==> config.mk <==
export PLATFORM = sky130hd
export DESIGN_NAME = uart_receiver
export DESIGN_NICKNAME = d
export VERILOG_FILES = /design/src/rtl/uart_receiver.sv
export SDC_FILE = /design/constraint.sdc
export NUM_CORES = 1
export LEC_CHECK = 0
export BUFFER_PORTS_ARGS = -buffer_cell sky130_fd_sc_hd__buf_2
export CORE_AREA = 2 2 54 56
export CTS_CLUSTER_SIZE = 12
export DETAILED_ROUTE_END_ITERATION = 8
export DIE_AREA = 0 0 56 58
export PLACE_DENSITY = 0.7
export SYNTH_ARGS = -nofsm -noshare
export SYNTH_HDL_FRONTEND = slang
export SYNTH_SLANG_ARGS = --single-unit
==> constraint.sdc <==
create_clock -name i_CLK -period 1.6 [get_ports i_CLK]
set_input_delay 0.4 -clock i_CLK [delete_from_list [all_inputs] [get_ports i_CLK]]
set_output_delay 0.4 -clock i_CLK [all_outputs]
set_load 0.05 [all_outputs]
==> src/rtl/uart_receiver.sv <==
// 8N1 UART receive stage: 2-FF input synchronizer, oversampled start/data/stop
// sampling at bit midpoints, glitch rejection, framing-error and break handling.
module uart_receiver #(
    parameter int OVERSAMPLE = 16
) (
    input  logic       i_CLK,
    input  logic       i_RST,
    input  logic       i_CLK_ENABLE,
    input  logic       i_RX,
    output logic [7:0] o_DATA,
    output logic       o_DATA_VALID,
    output logic       o_FRAME_ERROR
);

    localparam int TW = $clog2(OVERSAMPLE);
    localparam logic [TW-1:0] HALF_M1 = TW'(OVERSAMPLE / 2 - 1);
    localparam logic [TW-1:0] FULL_M1 = TW'(OVERSAMPLE - 1);

    localparam logic [2:0] s_IDLE  = 3'd0;
    localparam logic [2:0] s_START = 3'd1;
    localparam logic [2:0] s_DATA  = 3'd2;
    localparam logic [2:0] s_STOP  = 3'd3;
    localparam logic [2:0] s_BREAK = 3'd4;

    logic          sync1_q;
    logic          rx_s_q;
    logic [2:0]    state_q, state_d;
    logic [TW-1:0] tick_q, tick_d;
    logic [2:0]    bit_q, bit_d;
    logic [7:0]    shift_q, shift_d;
    logic [7:0]    data_q, data_d;
    logic          valid_q, valid_d;
    logic          ferr_q, ferr_d;

    // Synchronizer runs every clock, independent of the oversample tick.
    always_ff @(posedge i_CLK) begin
        if (i_RST) begin
            sync1_q <= 1'b1;
            rx_s_q  <= 1'b1;
        end else begin
            sync1_q <= i_RX;
            rx_s_q  <= sync1_q;
        end
    end

    always_comb begin
        state_d = state_q;
        tick_d  = tick_q;
        bit_d   = bit_q;
        shift_d = shift_q;
        data_d  = data_q;
        valid_d = 1'b0;
        ferr_d  = 1'b0;
        if (i_CLK_ENABLE) begin
            case (state_q)
                s_IDLE: begin
                    tick_d = '0;
                    if (!rx_s_q) state_d = s_START;
                end
                s_START: begin
                    if (tick_q == HALF_M1) begin
                        tick_d  = '0;
                        bit_d   = 3'd0;
                        state_d = rx_s_q ? s_IDLE : s_DATA;
                    end else begin
                        tick_d = tick_q + TW'(1);
                    end
                end
                s_DATA: begin
                    if (tick_q == FULL_M1) begin
                        tick_d  = '0;
                        shift_d = {rx_s_q, shift_q[7:1]};
                        if (bit_q == 3'd7) state_d = s_STOP;
                        else               bit_d   = bit_q + 3'd1;
                    end else begin
                        tick_d = tick_q + TW'(1);
                    end
                end
                s_STOP: begin
                    if (tick_q == FULL_M1) begin
                        tick_d = '0;
                        if (rx_s_q) begin
                            data_d  = shift_q;
                            valid_d = 1'b1;
                            state_d = s_IDLE;
                        end else begin
                            ferr_d  = 1'b1;
                            state_d = s_BREAK;
                        end
                    end else begin
                        tick_d = tick_q + TW'(1);
                    end
                end
                s_BREAK: begin
                    // A line held low after a bad stop bit must not look like a new start.
                    tick_d = '0;
                    if (rx_s_q) state_d = s_IDLE;
                end
                default: begin
                    tick_d  = '0;
                    state_d = s_IDLE;
                end
            endcase
        end
    end

    always_ff @(posedge i_CLK) begin
        if (i_RST) begin
            state_q <= s_IDLE;
            tick_q  <= '0;
            bit_q   <= 3'd0;
            shift_q <= 8'h00;
            data_q  <= 8'h00;
            valid_q <= 1'b0;
            ferr_q  <= 1'b0;
        end else begin
            state_q <= state_d;
            tick_q  <= tick_d;
            bit_q   <= bit_d;
            shift_q <= shift_d;
            data_q  <= data_d;
            valid_q <= valid_d;
            ferr_q  <= ferr_d;
        end
    end

    assign o_DATA        = data_q;
    assign o_DATA_VALID  = valid_q;
    assign o_FRAME_ERROR = ferr_q;

endmodule
# Word level (Yosys, flattened, before mapping)
# Index checks and enable logic that the tools add are counted.
[classes] n_addsub=2 multipliers=0 div=0 n_lt_le_gt_ge=0 eq_ne=14 shifts=0 mux=18 bitwise=3 reduce_logical=8
[op_table] op="2-to-1 mux 3 bit" n=10
[op_table] op="case mux 3 bit (5 select lines)" n=1
[op_table] op="!= test 2 bit (second input constant)" n=7
[op_table] op="2-to-1 mux 4 bit" n=2
[op_table] op="case mux 4 bit (2 select lines)" n=1
[op_table] op="AND reduction 7 bit" n=1
[op_table] op="== test 3 x 2 -> 1 bit (second input constant)" n=2
[op_table] op="== test 3 bit (second input constant)" n=2
[op_table] op="case mux 3 bit (2 select lines)" n=1
[op_table] op="AND reduction 5 bit" n=1
[op_table] op="adder 4 x 1 -> 4 bit (second input constant)" n=1
[op_table] op="== test 4 x 3 -> 1 bit (second input constant)" n=1
[op_table] op="== test 4 bit (second input constant)" n=1
[op_table] op="AND reduction 4 bit" n=1
[op_table] op="OR reduction 4 bit" n=1
[op_table] op="adder 3 x 1 -> 3 bit (second input constant)" n=1
[op_table] op="== test 3 x 1 -> 1 bit (second input constant)" n=1
[op_table] op="zero test 3 bit" n=1
[op_table] op="inverter 1 bit" n=3
[op_table] op="AND reduction 3 bit" n=1
[op_table] op="2-to-1 mux 1 bit" n=2
[op_table] op="2-to-1 mux 2 bit" n=1
[op_table] op="nonzero test 2 bit" n=1
[op_table] op="OR reduction 2 bit" n=1
[word_totals] ff_bits=30 latchBits=0 ram_bits=0 mem_bits_ro=0 input_bits=4 output_inout_bits=10 elab_cells=54 n_memories=0

# Logic depth before layout (Yosys ltp)
# Gate-level depths: netlist of the first run.
[logic_depth] depth_word=4 mapped_depth=6 mapped_depth_nobuf=6

# Worst setup path after synthesis of the first run
# No wires, ideal clock.
[synth_timing] path_kind="reg2reg" start="register bit_q[0]" end="register bit_q[1]" setup_time_ns=0.070 arrival_time_ns=1.557 t_required_ns=1.530 path_slack_ns=-0.027 stages_incl_launch_ff=7 n_path_buf=0 period_less_slack_ns=1.627 path_cell_list="dfxtp_1 -> ha_1 -> ha_1 -> and4bb_2 -> o211ai_1 -> or3_1 -> a21oi_1"
[synth_between] elab_chain_cells=4 elab_cells_between_ends=7 classes_between="1 x add/sub; 2 x eq/ne; 3 x mux; 1 x reduce/logical"
[synth_rtl] element="start, declared" line_no="29" source="logic [2:0] bit_q, bit_d;"
[synth_rtl] element="start signal, assigned" line_no="119" source="bit_q <= bit_d;"
[synth_rtl] element="adder 3 x 1 -> 3 bit" line_no="74" source="else bit_d = bit_q + 3'd1;"
[synth_rtl] element="2-to-1 mux 3 bit" line_no="73" source="if (bit_q == 3'd7) state_d = s_STOP;"
[synth_rtl] element="2-to-1 mux 3 bit" line_no="70" source="if (tick_q == FULL_M1) begin"
[synth_rtl] element="case mux 3 bit (2 select lines)" line_no="55" source="case (state_q)"
# Parallel ways exist; a longest one is shown, timed or not. The select of a mux whose other input is x is not followed.
# A chain may end at the register's enable or synchronous reset.

# Worst setup path after layout of the first run
# Same ends and word-level chain as after synthesis.

==> results of run 1 <==
-- metrics by stage --
stage	TNS [ps]	cell area [um2]	setup WS (ps)	instances
6_report	-420.5	1594	-166.3	198
5_1_grt	-611.7	1594	-207.1	198
4_1_cts	-245.3	1538	-100.9	194
3_5_place_dp	-303.9	1419	-127.1	183
3_3_place_gp	-81.38	1419	-33.96	183
2_1_floorplan	0	1276	4.445	138
-- timing repair --
action,4_1_cts,5_1_grt
pin swaps,6,7
endpoints found under the setup margin,6,18
hold endpoints to repair,0,0
cloned,1,0
setup buffers,2,4
gates resized for setup,9,8
-- final timing paths --
check / to / depth (start not counted) / from / slack, ps
max: bit_q[1] / 6 / bit_q[0] / -170
min: sync1_q / 2 / i_RX / 250
max reg2reg: bit_q[1] / 6 / bit_q[0] / -170
min reg2reg: rx_s_q / 1 / sync1_q / 420
-- power breakdown --
part	internal, uW	total (uW)	switching (uW)
logic	14.7	40.1	25.4
registers	749	753	3.23
clock network	213	472	260
-- synth_stat cells, types with 2 or more instances --
library cell and number:
sky130_fd_sc_hd__nor3_1 3, sky130_fd_sc_hd__nor2_1 23, sky130_fd_sc_hd__nor4_1 2, sky130_fd_sc_hd__clkbuf_1 4, sky130_fd_sc_hd__or2_2 2, sky130_fd_sc_hd__ha_1 3, sky130_fd_sc_hd__nor2b_1 3, sky130_fd_sc_hd__a21oi_1 9
sky130_fd_sc_hd__dfxtp_1 30, sky130_fd_sc_hd__buf_2 4, sky130_fd_sc_hd__inv_1 4, sky130_fd_sc_hd__nand2_1 10, sky130_fd_sc_hd__mux2i_1 16, sky130_fd_sc_hd__o31ai_1 2, sky130_fd_sc_hd__o21ai_0 4, sky130_fd_sc_hd__or3_1 4
-- cells by family after synthesis --
family | after synthesis
AO/OA/AOI/OAI | 19
XOR/XNOR | 1
adder cells (fa/ha/maj) | 3
buffers and inverters | 12
flip-flops | 30
multiplexers | 16
AND/OR/NAND/NOR | 57
-- sequential cells by signal (all words and copies together), names as in the netlist --
name / count
tick_q: 4
rx_s_q: 1
state_q: 3
o_DATA: 8
o_FRAME_ERROR: 1
bit_q: 3
o_DATA_VALID: 1
shift_q: 8
sync1_q: 1
-- final cells by class --
class	count	share of cell area, %
clock buffer	7	3.454
tap	31	2.433
sequential	30	38.23
inverter	4	0.9419
timing repair buffer	29	11.85
multi-input combinational	96	42.78
clock inverter	1	0.3140
-- per-layer routing --
layer / GRT usage (%) / share of wire (%) / up-vias / wire [um]
met5: 0 / 0 / - / 0
met4: 9.184 / 2.2 / 0 / 56
li1: - / - / 534 / -
met2: 27.73 / 50 / 13 / 1273
met1: 18.51 / 44 / 482 / 1122
met3: 7.589 / 4.0 / 7 / 103
==> flow_results.org, run 1 <==
** Run status
- The flow ran to the end, but the final reports show violations.
- Violations in the final reports :: setup timing

** STA
- The final number of hold-violating endpoints is 0.
- Clock skew :: 12.08 ps
- In the finished design, the share of the clock period the worst path needs comes to 110.4%.
- Min Clock Period, post-route :: 1766 ps
- Final hold slack :: 246.0 ps
- Unrepaired setup endpoints after global routing :: true
- Number of max-slew violations in the final report :: 0
- Setup violations remaining at the end of the flow were counted as 3.
- After layout, the worst setup slack is -166.3 ps.
- Relative slew slack :: 70.06%
- Static timing analysis puts the maximum clock frequency at 0.5662 GHz.
- At the pin with the least slew margin, the transition time is 447.1 ps.

** Setup path
- The number of buffers and inverters on the critical path is 0.
- On the worst path, the slowest cell contributes a delay of 420 ps.
- STA classifies the critical path startpoint as a flop.
- The most numerous cell type found on the critical path is sky130_fd_sc_hd__ha_4.
- Traced cell by cell, the critical path runs through ha_4, ha_4, and4bb_2, o211ai_1, or3_1, a21oi_1.
- The largest individual stage delay along the critical path comes from the cell sky130_fd_sc_hd__or3_1.
- The worst setup path is captured at a flop.
- Start-to-end type of the worst setup path :: flop to flop
- STA puts the critical path data arrival time at 2040 ps.
- CP max FO :: 6
- The kind of cell with the highest combined delay along the critical path is simple AND/OR/NAND/NOR gates.
- CP Data Required Time :: 1870 ps

** GRT
- First-pass GRT wire length :: 4160 um
- GR Util All Layers :: 16.94%
- Global route total overflow :: 0
- The number of antenna violations at the first check in global routing came to 0.
- The via count of the first global-routing pass came to 950.
- Entering global routing, the biggest net connects 22 pins.

** Route
- Once detail routing completed, the nets flagged for antenna violations numbered 0.
- Post-DR vias/cell :: 5.232
- In this run, the number of DRC markers left after iteration 0 of detailed routing was 31.
- Via total after detailed routing :: 1036
- Wirelength, routed :: 2555 um
- In the routed design, unresolved DRC markers number 0.
- Pre-Repair DR Iteration Count :: 4
- In the final routed layout, each cell accounts on average for 12.90 um.

** Die
- Once the floorplan was initialized, standard cells occupied 47.74% of the core.
- Ports :: 14
- Floorplan Core Area :: 2663 um2
- Number of placement rows :: 19
- The die is 56 um wide.
- Die Ht :: 58 um
- Die Outline Area :: 3248 um2

** Synth
- Portion of the post-synthesis area used by sequential elements :: 47.24%
- For this run, the number of Yosys warnings is 0.
- Share of the synthesized area in the top cell type :: 47.24%
- Post-Synthesis Cell Area :: 1271 um2
- After Yosys synthesis, XOR and XNOR cells account for 0.6890% of the synthesized area.
- Summing the areas of all compound-gate instances in the mapped netlist gives 8.563% of the synthesized area.
- Of the post-synthesis cell area, the part taken by muxes is 12.60%.
- Ranked by total cell area, the synthesized netlist is headed by sky130_fd_sc_hd__dfxtp_1, sky130_fd_sc_hd__mux2i_1, sky130_fd_sc_hd__nor2_1.
- In the synthesized netlist the dominant register cell turns out to be sky130_fd_sc_hd__dfxtp_1.
- Synthesis handed over a netlist of 138 instances.
- Dominant combinational cell family by area after synthesis :: simple AND/OR/NAND/NOR gates
- Each instance of the synthesized netlist takes up on average 9.212 um2.
- Async S/R FF share, synth :: 0%
- Library cell occupying the most area in the post-synthesis netlist :: sky130_fd_sc_hd__dfxtp_1
- Simple-gate area share of the yosys netlist :: 24.02%
- Synthesis produced a netlist with a net count of 145.
- The synthesized design contains 0 enable-type register cells.
- Adder-Cell Fraction of Synth Area :: 2.953%
- Synthesized flop and latch total :: 30
- Synthesis instantiated 31 different standard cells from the library.

** Clocking
- Cts hold-fix bufs :: 0
- In this run the deepest clock path goes through 2 buffers.
- Total CTS buffers :: 5
- Counting every sink on the clock net gives 30.
- Clock tree from TritonCTS :: built
- Worst skew pair latency :: 340 ps
- In this run the number of H-tree levels came out at 2.
- Clock-pin slew was measured on the worst setup and hold paths at 100 ps.
- The cell sitting at the root of the clock tree is a sky130_fd_sc_hd__clkbuf_4.

** Finish
- Net count reported at finish :: 173
- Storage element area :: 609.3 um2
- Count of antenna diodes in the layout :: 0
- The layout has 233 filler cells.
- Layout area overhead :: 25.39%
- Ratio of cells with drive above 1 in the final layout :: 33.53%
- Final design utilization :: 59.87%
- Summing all multi-input logic gate instances after layout gives 681.9 um2.
- Most frequent cells in the layout :: sky130_fd_sc_hd__nor2_1, sky130_fd_sc_hd__dfxtp_1, sky130_fd_sc_hd__mux2i_1

** Placed design
- After legalization and detailed placement, the total HPWL measured 1632 um.
- Count of buffers inserted at the top-level ports :: 13
- Global placer's final weighted congestion :: 0.7600

** Min path
- In this run the worst hold path is classified as input port to flop.

** Run
- Max-capacitance violation count :: 0

** Power
- Maximum VDD drop :: 0.6124 mV
- After layout, the design draws a total of 1265 uW.
- Summed over all cells, the static leakage comes to 0.0005828 uW.
- For this design the ratio of total power to cell area is 793.6 nW/um2.
Power figures use the tool's default switching activity.
==> run 2, diff against run 1 <==
--- a/config.mk
+++ b/config.mk
@@ -10,7 +10,7 @@
 export CTS_CLUSTER_SIZE = 12
 export DETAILED_ROUTE_END_ITERATION = 8
 export DIE_AREA = 0 0 56 58
-export PLACE_DENSITY = 0.7
+export PLACE_DENSITY = 0.68
 export SYNTH_ARGS = -nofsm -noshare
 export SYNTH_HDL_FRONTEND = slang
 export SYNTH_SLANG_ARGS = --single-unit
==> run 2 against run 1 <==
Effect of this change:
- the run still ends with setup timing left
- wire length down 3.4%
- cell area rose by 0.39%
- worst setup slack improved by 49 ps
- via count grew 0.39%
- combinational power is 4% lower
- non-clock buffer count fell by 3
- critical path depth unchanged
- sequential share of layout area is essentially flat
- clock skew decreased by 5.9 ps
- flip-flop and latch count stayed put
- total power is 6.5% higher
- clock power rose by 18%
- largest power group unchanged
==> flow_results.org, run 2 (synthesized netlist as in run 1, its figures left out) <==
** Run status
- Status :: finished with violations
- The final reports fail on setup timing.

** STA
- Number of max-slew violations in the final report :: 0 (unchanged)
- Least-Margin Pin Slew :: 428.2 ps (-18.86 ps)
- The fmax is 0.5822 GHz (+2.8%).
- Relative slew slack :: 71.33% (+1.3 points)
- Setup repair after global routing could not meet its margin everywhere.
- Slack of the critical path :: -117.5 ps (+48.74 ps)
- The time the worst path needs with I/O delays and setup was 1718 ps (-48.74 ps).
- The final clock period utilization by the worst path is 107.3% (-3.0 points).
- The clock tree skew after final layout was 6.199 ps (-5.885 ps).
- Number of hold violations in the final report :: 0 (unchanged)
- Setup Viol. Count Final :: 3 (unchanged)

** GRT
- The number of antenna violations at the first check in global routing is 0 (unchanged).
- The overall routing resource usage was 16.59% (-0.36 points).
- The remaining global-route overflow was 0 (unchanged).
- The first-pass GRT wire length is 4202 um (+1.0%).
- Pin count of the biggest net entering global routing :: 19 (-14%)
- Vias in the first global route :: 974 (+2.5%)

** Die
- The total number of placement rows is 19 (unchanged).
- Initial standard-cell utilization of the core :: 47.74% (unchanged)
- Floorplan Core Area :: 2663 um2 (unchanged)
- Die Outline Area :: 3248 um2 (unchanged)
- Ports :: 14 (unchanged)
- Horizontal die dimension :: 56 um (unchanged)
- Die Ht :: 58 um (unchanged)

** Clocking
- Worst skew pair latency :: 330 ps (about the same)
- The tree is rooted in a sky130_fd_sc_hd__clkbuf_4.
- Buffers from clock root to sink, at most :: 2 (unchanged)
- Clock transition at path regs :: 90 ps (about the same)
- TritonCTS built the clock tree.
- The number of buffers added by the clock tree synthesis step is 5 (unchanged).
- The number of levels the H-tree was split into was 2 (unchanged).
- The clock sink count is 30 (unchanged).
- Cts hold-fix bufs :: 0 (unchanged)

** Min path
- Hold Crit Start :: i_RX
- The min-delay analysis places its worst path in the category input port to flop.

** Route
- Residual antenna-violating net count after detailed routing :: 0 (unchanged)
- DRC viols :: 0 (unchanged)
- The per-cell via count in the routed design is 5.333 (+1.9%).
- The final wirelength was 2467 um (-3.4%).
- Pre-Repair DR Iteration Count :: 4 (unchanged)
- The average detailed-routed wire length per instance came to 12.65 um (-2.0%).
- The total via count in the routed design is 1040 (+0.39%).
- The DRC marker count from the first detailed-route iteration was 10 (-68%).

** Finish
- The number of nets in the layout was 170 (-1.7%).
- Layout area overhead :: 25.89%
- The final cell count without fillers is 195 (-1.5%).
- Ratio of cells with drive above 1 in the final layout :: 32.32% (-1.2 points)
- The number of inserted filler cells in the final layout came to 241 (+3.4%).
- The number of antenna diodes came to 0 (unchanged).
- Leaving out fill and tap cells, the most frequent cells in the layout are sky130_fd_sc_hd__nor2_1, sky130_fd_sc_hd__dfxtp_1, sky130_fd_sc_hd__mux2i_1.

** Setup path
- By startpoint and endpoint, the worst setup path is classified as flop to flop.
- The largest fanout on the critical path is 6 (unchanged).
- STA classifies the critical path startpoint as a flop.
- Cell seen most often among critical-path stages :: sky130_fd_sc_hd__ha_4
- Among cell families on the critical path, the largest total delay comes from simple AND/OR/NAND/NOR gates.
- On the critical path, the stage with the largest delay is an instance of sky130_fd_sc_hd__or3_1.
- The number of buffer and inverter instances along the worst setup path was 0 (unchanged).
- Reg-to-reg startpoint :: bit_q[1]
- CP Data Required Time :: 1870 ps (about the same)
- Launch point of the worst path :: bit_q[1]
- The arrival time of data at the critical path endpoint is 1990 ps (-50 ps).
- The worst setup path is captured at a flop.
- The largest incremental delay on the critical path is 420 ps (about the same).
- Ordered cell list for the critical path :: ha_4, ha_4, and4bb_2, o211ai_1, or3_1, a21oi_2

** Placed design
- The placer congestion estimate is 0.7954 (+4.7%).
- Post-detail-place hpwl :: 1610 um (-1.4%)
- Setup slack after placement :: -106.7 ps (+20.41 ps)
- The number of port buffers came to 13 (unchanged).
- Post-Place Cells :: 183 (unchanged)

** Power
- Net load switching power :: 284.9 uW (-1.2%)
- Sequential fraction of design power :: 55.7% (-3.8 points)
- The switching share of power came to 21.15% (-1.6 points).
- The cell-internal power came to 1062 uW (+8.7%).
- The combinational group share of total power is 2.8% (-0.4 points).
- The power density relative to cell area was 841.5 nW/um2 (+6.0%).
- The static leakage was 0.0005771 uW (-0.99%).
- The worst vdd rail ir drop was 0.7495 mV (+22%).
- The share of total power in the clock network is 41.4% (+4.1 points).

** Run
- Max-capacitance violation count :: 0 (unchanged)
==> run 2: cell types whose count changed in the layout (fill, tap and decap cells not counted), sizes merged <==
| cell | change |
|---|---|
| buf | -3 |
| clkbuf | +1 |
| clkinv | -1 |
==> run 2: cell type report <==
| type | instances | area [um2] | share of cell area, % |
|---|---|---|---|
| inverter | 4 | 15.01 | 0.9382 |
| multi-input combinational | 96 | 676.9 | 42.30 |
| sequential | 30 | 611.8 | 38.23 |
| timing repair buffer | 26 | 178.9 | 11.18 |
| tap | 31 | 38.79 | 2.424 |
| clock buffer | 8 | 78.83 | 4.926 |
==> run 2: metrics by stage <==
stage	cell area [um2]	hold WS (ps)	utilization (%)	TNS, ps	total power (uW)
after global placement	1431	398.0	53.76	-79.33	807.4
after floorplan	1276	389.5	-	0	795.2
after global routing	1600	230.3	60.10	-547.5	1404
after CTS	1555	226.8	58.41	-233.8	1370
final	1600	245.4	60.10	-337.0	1347
after detailed placement	1431	402.3	53.76	-332.1	808.3
==> run 2: routing by layer <==
layer  share of wire, %  GRT usage, %  vias up
met1                 44         18.73      503
li1                   -             -      520
met3                4.1         6.920        4
met5                  0             0        -
met4                1.4         5.102        0
met2                 50         28.74       13
==> run 2: path summary, 6_finish.rpt <==
check	depth (start not counted)	endpoint	slack (ps)
setup / recovery	6	bit_q[2]	-120
hold / removal	2	sync1_q	250
setup reg to reg	6	bit_q[2]	-120
hold reg to reg	1	rx_s_q	420
==> run 2: worst register-to-register path: stages (launching register included) <==
cell,delay [ps]
sky130_fd_sc_hd__dfxtp_2,350
sky130_fd_sc_hd__ha_4,160
sky130_fd_sc_hd__ha_4,150
sky130_fd_sc_hd__and4bb_2,290
sky130_fd_sc_hd__o211ai_1,180
sky130_fd_sc_hd__or3_1,420
sky130_fd_sc_hd__a21oi_2,120
==> run 2: what timing repair did <==
item | 4_1_cts | 5_1_grt
gates cloned | 1 | 0
pin swaps | 5 | 6
endpoints found under the setup margin | 11 | 4
gates resized for setup | 9 | 8
buffers inserted | 0 | 3
==> run 2: power groups by stage <==
stage / sequential [uW] / clock (uW) / combinational, uW
3_5_place_dp: 770 / 0 / 38.4
2_1_floorplan: 768 / 0 / 27.1
6_report: 751 / 558 / 38.3
5_1_grt: 752 / 609 / 43.4
4_1_cts: 752 / 579 / 38.8
3_3_place_gp: 770 / 0 / 37.3
==> run 3, diff against run 2 <==
--- a/config.mk
+++ b/config.mk
@@ -10,6 +10,7 @@
 export CTS_CLUSTER_SIZE = 12
 export DETAILED_ROUTE_END_ITERATION = 8
 export DIE_AREA = 0 0 56 58
+export GPL_TIMING_DRIVEN = 0
 export PLACE_DENSITY = 0.68
 export SYNTH_ARGS = -nofsm -noshare
 export SYNTH_HDL_FRONTEND = slang
==> run 3 against run 2 <==
Effect of this change:
- the run still ends with setup timing left
- sequential share of layout area rose by 0.99 points
- highest routed layer unchanged
- largest cell class unchanged
- utilization decreased by 2.1 points
- largest power group unchanged
- critical path type unchanged
- clock-buffer cell count down 2
==> flow_results.org, run 3 (synthesized netlist as in run 1, its figures left out) <==
** Run status
- The flow ran to the end, but the final reports show violations.
- The checks that failed: setup timing.

** Setup path
- The arrival time of data at the critical path endpoint was 2010 ps (+20 ps).
- CP max stage cell :: sky130_fd_sc_hd__or3_1
- Startpoint type of the worst setup path :: flop
- CP Data Required Time :: 1870 ps (about the same)
- STA classifies the critical path endpoint as a flop.
- The largest fanout on the critical path was 6 (unchanged).
- The largest incremental delay on the critical path was 420 ps (about the same).
- The critical path is of the flop to flop type.
- In this design, the critical path's most frequently occurring cell is sky130_fd_sc_hd__ha_4.
- Ordered cell list for the critical path :: ha_4, ha_4, and4bb_2, o211ai_1, or3_1, a21oi_1

** Die
- Die Outline Area :: 3248 um2 (unchanged)
- Initial standard-cell utilization of the core :: 47.74% (unchanged)
- Floorplan Core Area :: 2663 um2 (unchanged)
- The total number of placement rows came to 19 (unchanged).
- The number of I/O pins is 14 (unchanged).
- Horizontal die dimension :: 56 um (unchanged)
- Die Ht :: 58 um (unchanged)

** Clocking
- Worst skew pair latency :: 340 ps (about the same)
- The tree is rooted in a sky130_fd_sc_hd__clkbuf_4.
- The number of levels the H-tree was split into is 2 (unchanged).
- Clock transition at path regs :: 100 ps (about the same)
- Total CTS buffers :: 5 (unchanged)
- TritonCTS built the clock tree.
- The clock sink count was 30 (unchanged).
- The maximum count of clock buffers along a single path was 2 (unchanged).

** STA
- The count of final max-slew check failures came to 0 (unchanged).
- Slack of the critical path :: -138.8 ps (-21.25 ps)
- The actual transition at the worst max-transition pin is 463.4 ps (+35.17 ps).
- The time the worst path needs with I/O delays and setup is 1739 ps (+21.25 ps).
- Clock skew :: 8.672 ps (+2.472 ps)
- Final hold slack :: 245.6 ps (+0.1890 ps)
- Setup Viol. Count Final :: 3 (unchanged)
- The fmax was 0.5751 GHz (-1.2%).
- Setup TNS :: -356.9 ps (-19.91 ps)
- Number of hold violations in the final report :: 0 (unchanged)
- Unrepaired setup endpoints after global routing :: true
- Relative slew slack :: 68.97% (-2.4 points)
- Portion of the clock cycle consumed by the worst path in the final layout :: 108.7% (+1.3 points)

** Min path
- Type of the tightest min-delay check :: input port to flop

** Route
- The post-route DRC violation count came to 0 (unchanged).
- The number of detailed-routing iterations run before antenna repair was 3 (-1).
- The final wirelength was 2487 um (+0.81%).
- Residual antenna-violating net count after detailed routing :: 0 (unchanged)
- Number of violations reported at the end of detailed-routing iteration 0 :: 7 (-3)
- The average detailed-routed wire length per instance is 12.89 um (+1.9%).
- Post-DR vias/cell :: 5.259 (-1.4%)
- The total via count in the routed design was 1015 (-2.4%).

** Power
- PwrDens :: 826.6 nW/um2 (-1.8%)
- Maximum VDD drop :: 0.7988 mV (+6.6%)
- The static leakage came to 0.0005443 uW (-5.7%).
- The sum of internal, switching and leakage power was 1276 uW (-5.2%).

** Finish
- From synthesis to final layout, the design area changed by 21.46%.
- Most common cell after layout, fill and taps aside :: sky130_fd_sc_hd__dfxtp_1
- Final standard cell area without fillers :: 1544 um2 (-3.5%)
- Ratio of cells with drive above 1 in the final layout :: 27.78% (-4.5 points)
- Most frequent cells in the layout :: sky130_fd_sc_hd__dfxtp_1, sky130_fd_sc_hd__nor2_1, sky130_fd_sc_hd__mux2i_1
- The final standard cell utilization of the core was 57.99% (-2.1 points).
- Count of antenna diodes in the layout :: 0 (unchanged)
- The number of inserted filler cells in the final layout came to 251 (+4.1%).
- Net count reported at finish :: 168 (-1.2%)

** GRT
- The overall routing resource usage was 17.72% (+1.1 points).
- The first-pass GRT wire length was 4367 um (+3.9%).
- Vias in the first global route :: 1033 (+6.1%)
- The largest net degree at the start of global routing was 11 (-8).
- The remaining global-route overflow was 0 (unchanged).
- Antenna violations before repair :: 0 (unchanged)

** Placed design
- Count of buffers inserted at the top-level ports :: 12 (-1)
- Post-detail-place hpwl :: 1586 um (-1.5%)
- Total cell area at the placement stage :: 1375 um2 (-3.9%)
- Global placer's final weighted congestion :: 0.7769 (-2.3%)

** Run
- Max-capacitance violation count :: 0 (unchanged)
==> run 3: changes by cell type in the layout (fill, tap and decap cells not counted) <==
cell	delta
sky130_fd_sc_hd__dfxtp_2	-2
sky130_fd_sc_hd__a21oi_1	+1
sky130_fd_sc_hd__o21bai_1	-1
sky130_fd_sc_hd__buf_12	-1
sky130_fd_sc_hd__buf_4	-5
sky130_fd_sc_hd__a21oi_2	-1
sky130_fd_sc_hd__clkinv_2	+1
sky130_fd_sc_hd__buf_6	+1
sky130_fd_sc_hd__dfxtp_1	+3
sky130_fd_sc_hd__clkinvlp_4	+1
sky130_fd_sc_hd__o21bai_2	+1
sky130_fd_sc_hd__clkbuf_8	-2
sky130_fd_sc_hd__dfxtp_4	-1
sky130_fd_sc_hd__clkbuf_1	+3
==> run 3: cell type report <==
| cell class | count | area (um2) | share of cell area [%] |
|---|---|---|---|
| Timing Repair Buffer | 17 | 97.59 | 6.321 |
| Tap cell | 31 | 38.79 | 2.512 |
| Inverter | 4 | 15.01 | 0.9724 |
| Buffer | 7 | 46.29 | 2.998 |
| Sequential cell | 30 | 605.6 | 39.22 |
| Clock buffer | 6 | 51.30 | 3.323 |
| Clock inverter | 2 | 12.51 | 0.8104 |
| Multi-Input combinational cell | 96 | 676.9 | 43.84 |
==> run 3: worst max-delay path: cells and delay by family, from the launching register on <==
family | cells | cell delay (ps)
fa+ha+maj | 2 | 310
compound gates | 2 | 330
flops | 1 | 350
simple gates | 2 | 690
==> run 3: timing repair <==
| action | CTS | global route |
|---|---|---|
| cloned | 1 | 0 |
| hold buffers | 0 | 0 |
| pin swaps | 7 | 4 |
| setup endpoints to repair | 20 | 21 |
| buffers inserted | 3 | 1 |
| resized for setup | 13 | 7 |
==> run 3: metrics by stage <==
step / setup WS [ps] / cells
3_3_place_gp: -135.3 / 181
2_1_floorplan: 4.445 / 138
3_5_place_dp: -205.0 / 181
6_report: -138.8 / 193
4_1_cts: -118.5 / 193
5_1_grt: -218.6 / 193
==> run 3: power breakdown <==
part | internal (uW) | switching, uW
sequential | 749 | 2.04
combinational | 12.7 | 26.2
clock | 211 | 275
total | 973 | 303
==> run 3: path summary, 6_finish.rpt <==
| check | from | to | slack [ps] | cells after the start |
|---|---|---|---|---|
| worst max-delay path | bit_q[1] | bit_q[2] | -140 | 6 |
| worst min-delay path | i_RX | sync1_q | 250 | 2 |
| worst max register to register | bit_q[1] | bit_q[2] | -140 | 6 |
| worst min register to register | sync1_q | rx_s_q | 420 | 1 |
==> run 3: metal layers <==
metal,global-route usage [%],vias to the layer above,routed length [um]
li1,-,518,-
met1,18.57,480,1076
met2,31.09,13,1254
met3,6.473,4,100
met4,9.524,0,55
met5,0,-,0
